===== src/rtl/spi_byte_master_arb.sv =====
`default_nettype none
// ============================================================================
// Module      : spi_byte_master_arb
// Description : Mode-0 SPI byte master shared by two requesters. Arbitrates
//               req0/req1, shifts one MSB-first byte out on mosi while
//               capturing miso, and presents the received byte on rx_byte.
//               Optional macro SPI_RR_ARB_EN selects round-robin arbitration;
//               when undefined, requester 0 has fixed priority.
// Revision    : 1.0 - initial release
// ============================================================================
module spi_byte_master_arb #(
  parameter int CLK_DIV  = 4,
  parameter int CS_SETUP = 2
) (
  input  logic       clk,
  input  logic       reset,
  input  logic       req0,
  input  logic [7:0] tx0,
  output logic       gnt0,
  input  logic       req1,
  input  logic [7:0] tx1,
  output logic       gnt1,
  output logic       busy,
  output logic       done,
  output logic       done_id,
  output logic [7:0] rx_byte,
  output logic       sclk,
  output logic       mosi,
  input  logic       miso,
  output logic [1:0] cs_n
);

  typedef enum logic [2:0] {
    ST_IDLE  = 3'd0,
    ST_GRANT = 3'd1,
    ST_SETUP = 3'd2,
    ST_SHIFT = 3'd3,
    ST_HOLD  = 3'd4
  } state_t;

  localparam logic [3:0] PHASE_LAST = 4'(CS_SETUP - 1);
  localparam logic [7:0] DIV_LAST   = 8'(CLK_DIV - 1);

  state_t     state;
  logic [3:0] phase_cnt;   // SETUP / HOLD cycle counter
  logic [7:0] div_cnt;     // clk cycles within the current sclk half-period
  logic [3:0] half_cnt;    // sclk half-periods completed in SHIFT
  logic [6:0] shreg;       // remaining tx bits; bit 7 goes straight to mosi
  logic [7:0] rx_shift;
  logic       id;
  logic       any_req;
  logic       pick;

  assign any_req = req0 | req1;

`ifdef SPI_RR_ARB_EN
  logic last_id;

  // Round robin: a tie goes to the requester not served last
  always_comb begin
    pick = req1;
    if (req0 && req1) pick = ~last_id;
  end

  // Track the most recently granted requester; reset value makes the first tie go to 0
  always_ff @(posedge clk or posedge reset) begin
    if (reset)                          last_id <= 1'b1;
    else if (state == ST_IDLE && any_req) last_id <= pick;
  end
`else
  // Fixed priority: requester 0 wins any tie
  always_comb pick = ~req0;
`endif

  // Transfer sequencer with registered SPI and handshake outputs
  always_ff @(posedge clk or posedge reset) begin
    if (reset) begin
      state     <= ST_IDLE;
      gnt0      <= 1'b0;
      gnt1      <= 1'b0;
      busy      <= 1'b0;
      done      <= 1'b0;
      done_id   <= 1'b0;
      rx_byte   <= 8'h00;
      sclk      <= 1'b0;
      mosi      <= 1'b0;
      cs_n      <= 2'b11;
      phase_cnt <= 4'd0;
      div_cnt   <= 8'd0;
      half_cnt  <= 4'd0;
      shreg     <= 7'd0;
      rx_shift  <= 8'h00;
      id        <= 1'b0;
    end else begin
      gnt0 <= 1'b0;
      gnt1 <= 1'b0;
      done <= 1'b0;
      case (state)
        ST_IDLE: begin
          // The done cycle is spent here, so a grant decided now shows up
          // one cycle after done while cs_n is still high.
          if (any_req) begin
            gnt0  <= ~pick;
            gnt1  <= pick;
            id    <= pick;
            state <= ST_GRANT;
          end
        end
        ST_GRANT: begin
          // tx is taken during the gnt cycle, when the requester has it valid
          busy      <= 1'b1;
          cs_n      <= id ? 2'b01 : 2'b10;
          mosi      <= id ? tx1[7] : tx0[7];
          shreg     <= id ? tx1[6:0] : tx0[6:0];
          rx_shift  <= 8'h00;
          phase_cnt <= 4'd0;
          state     <= ST_SETUP;
        end
        ST_SETUP: begin
          if (phase_cnt == PHASE_LAST) begin
            div_cnt  <= 8'd0;
            half_cnt <= 4'd0;
            state    <= ST_SHIFT;
          end else begin
            phase_cnt <= phase_cnt + 4'd1;
          end
        end
        ST_SHIFT: begin
          if (div_cnt == DIV_LAST) begin
            div_cnt  <= 8'd0;
            sclk     <= ~sclk;
            half_cnt <= half_cnt + 4'd1;
            if (!sclk) begin
              rx_shift <= {rx_shift[6:0], miso};
            end else if (half_cnt != 4'd15) begin
              mosi  <= shreg[6];
              shreg <= {shreg[5:0], 1'b0};
            end
            // 16th half-period ends with the 8th falling edge: sclk back low
            if (half_cnt == 4'd15) begin
              phase_cnt <= 4'd0;
              state     <= ST_HOLD;
            end
          end else begin
            div_cnt <= div_cnt + 8'd1;
          end
        end
        ST_HOLD: begin
          if (phase_cnt == PHASE_LAST) begin
            cs_n    <= 2'b11;
            done    <= 1'b1;
            done_id <= id;
            rx_byte <= rx_shift;
            busy    <= 1'b0;
            mosi    <= 1'b0;
            state   <= ST_IDLE;
          end else begin
            phase_cnt <= phase_cnt + 4'd1;
          end
        end
        default: state <= ST_IDLE;
      endcase
    end
  end

endmodule
`default_nettype wire


===== config.mk =====
export PLATFORM = sky130hd
export DESIGN_NAME = spi_byte_master_arb
export DESIGN_NICKNAME = d
export VERILOG_FILES = /design/src/rtl/spi_byte_master_arb.sv
export SDC_FILE = /design/constraint.sdc
export NUM_CORES = 1
export LEC_CHECK = 0
export ABC_AREA = 1
export CORE_MARGIN = 1
export CORE_UTILIZATION = 49
export DETAILED_ROUTE_END_ITERATION = 8
export PLACE_DENSITY = 0.86
export SYNTH_ARGS = -nofsm -noshare
export SYNTH_HDL_FRONTEND = slang
export SYNTH_SLANG_ARGS = --single-unit

===== constraint.sdc =====
create_clock -name clk -period 1.3 [get_ports clk]
set_input_delay 0.13 -clock clk [delete_from_list [all_inputs] [get_ports clk]]
set_output_delay 0.13 -clock clk [all_outputs]
set_load 0.05 [all_outputs]

==> metrics.cfg <==
[sta]
setup_tns_ns=-5.89
rsz0062_at_grt=true
period_needed_ns=1.54
final_max_slew_viol_count=0
period_share_pct=119
setup_ws_ns=-0.243
tightestPinTransition_ns=0.403
finalClockSkew_ns=0.0124
fmax_ghz=0.648
relSlewSlack_pct=73.1
setup_viol=40
hold_viol_final=0

[setup_path]
worst_path_max_delay_cell=dfrtp_1
crit_path_start_kind=register
critPathRequiredTime_ns=1.57
critical_path.max_stage_delay_ns=0.41
crit_top_cell=nand2_1
r2r_end=shreg[3]$_DFFE_PP0P_
crit_chain=ha_1 -> nand2_2 -> nor2_4 -> inv_2 -> nand2_1 -> o21ai_4 -> nand3_1 -> nand2_1
worst-setup-path-type=reg2reg
endpoint_kind=register
r2r_start=half_cnt[0]$_DFFE_PP0P_
reg2reg_slack_ns=-0.24
arrival_ns=1.82
crit_fanout=6
r2r_cells=8

[pwr]
ir_drop_mv=1.80
p_per_area_nw_per_um2=2290
p_total_mw=9.82
cellLeakagePower_nw=2.04

[synthesis]
synth_flop_cell=dfrtp_1
ys_seq_elements=52
seq_area_frac_synth_pct=50.4
syn-cell-area_um2=2580
synthDistinctLibCells=31
postSynthAreaPerCell_um2=8.26
yosysWarnings=0
ys_async_sr_fraction_pct=100
synth-edff-count=0
synth_nets=338
synthesis.instances=313

[floorplanning]
io_pins=38
die_y_um=74.6
start_util_pct=50.6
rows=26
die-area_um2=5570
die_w_um=74.6
core_area_um2=5110

[drt]
drtIter0Drc=191
vias=2676
drc_errors=0
wl_per_cell_um=19.2
routed_via_density=5.54
wl_um=9290
antenna_left=0
firstDrtPassIters=4

[final_layout]
fillers=249
post-route-util_pct=84.1
stdcell_count=483
final_common_cell=nand2_1
antenna_cells=0
nets=437
drive_gt1_share_pct=47.5
final_cell_mix=nand2_1 (81), dfrtp_1 (48), buf_4 (42)
synthToLayoutAreaGrowth_pct=66.2

[global_route]
grtUsageTotal_pct=30.5
antenna_found_initial=0
overflow=0
grt_pass1_vias=2607
grt_max_degree=31
grt_first_pass_wirelength_um=12200

[placement]
dp_hpwl_um=4740
place_inst=456
gp_congestion=0.811
io_buffers=37

[clock_network]
htree_levels=2
cts_root_buf=clkbuf_8
clk_path_buf_depth=2
cts_buffers=5
insertion_delay_ns=0.34
cts-hold-fix-buffers=0
clock_sinks=52
clkTransAtPathRegs_ns=0.11
cts_tree=built

[run]
maxCapViolCount=0

[run_status]
violations=setup timing
status=complete, but fails checks

[min_path]
worst_hold_path_type=in2async

## through the flow
step           hold slack (ns)  setup WS (ns)  cell area, um2
6_report                 0.290         -0.243            4300
4_1_cts                  0.274         -0.121            3900
3_5_place_dp             0.467         -0.153            3550
2_1_floorplan            0.184        -0.0605            2600
5_1_grt                  0.269         -0.357            4300
3_3_place_gp             0.457        -0.0570            3550
## synth_stat cells, types with 2 or more instances
library cell	instances	area [um2]
nor2_1	13	48.8
o21ai_0	21	105
dfstp_2	2	52.6
buf_2	3	15.0
a21oi_1	5	25.0
ha_1	4	50.1
or2_2	2	12.5
nand2_4	2	22.5
nand2_2	5	31.3
buf_12	2	40.0
o21ai_1	4	20.0
xor2_1	4	35.0
nor3_1	2	10.0
o22ai_1	4	25.0
dfrtp_1	50	1250
a31oi_1	2	12.5
xnor2_1	3	26.3
nand2_1	123	462
nand3_1	21	105
inv_1	29	109
inv_2	2	7.51
## critical path, delay by kind of cell, from the launching register on
kind	cells	cell delay, ns
simple gates	5	0.48
fa+ha+maj	1	0.23
buf+inv	1	0.07
compound gates	1	0.28
flops	1	0.41
## repair_timing
action | CTS | global route
resized for setup | 47 | 91
setup buffers | 9 | 6
endpoints found under the setup margin | 47 | 50
pin swaps | 13 | 29
cloned | 2 | 3
## sequential cells by signal, indices dropped and copies added (netlist names), 2 cells and up
register	flops
half_cnt	4
shreg	7
rx_shift	8
rx_byte	8
cs_n	2
div_cnt	8
phase_cnt	4
state	3
## power breakdown
part | switching [mW] | internal (mW)
clock network | 0.622 | 0.396
logic | 3.60 | 2.73
registers | 0.407 | 2.07
## final cells by class
type,instances,area (um2),share of cell area (%)
clock buffer,5,68.8,1.60
clock inverter,3,27.5,0.641
timing repair buffer,97,1170,27.2
tap,70,87.6,2.04
multi-input combinational,224,1500,34.9
inverter,32,139,3.23
sequential,52,1310,30.4
## metal layers
| metal | global-route usage [%] | up-vias | part of all wire [%] |
|---|---|---|---|
| li1 | - | 1190 | - |
| met1 | 34.0 | 1319 | 37 |
| met2 | 52.8 | 126 | 52 |
| met3 | 7.10 | 41 | 5.4 |
| met4 | 19.1 | 0 | 5.8 |
| met5 | 0 | - | 0 |
## cells by family (layout without fill, tap and decap cells)
family,Yosys count,in the layout,share of synthesized area (%)
buffers and inverters,38,137,7.16
XOR/XNOR,7,7,2.37
AO/OA/AOI/OAI,40,40,9.05
flip-flops,52,52,50.4
adder cells (fa/ha/maj),4,4,1.94
AND/OR/NAND/NOR,172,173,29.0
## how the worst max path moves through the flow
stage | endpoint | slack (ns) | cells past startpoint | start
after detailed placement | cs_n[0]$_DFFE_PP1P_ | -0.15 | 7 | state[1]$_DFFE_PP0P_
after global routing | shreg[3]$_DFFE_PP0P_ | -0.36 | 8 | half_cnt[0]$_DFFE_PP0P_
final | shreg[3]$_DFFE_PP0P_ | -0.24 | 8 | half_cnt[0]$_DFFE_PP0P_
after floorplan | phase_cnt[2]$_DFFE_PP0P_ | -0.06 | 10 | div_cnt[0]$_DFFE_PP0P_
after global placement | phase_cnt[1]$_DFFE_PP0P_ | -0.06 | 10 | div_cnt[0]$_DFFE_PP0P_
after CTS | phase_cnt[2]$_DFFE_PP0P_ | -0.12 | 10 | div_cnt[1]$_DFFE_PP0P_
Power figures use the tool's default switching activity.
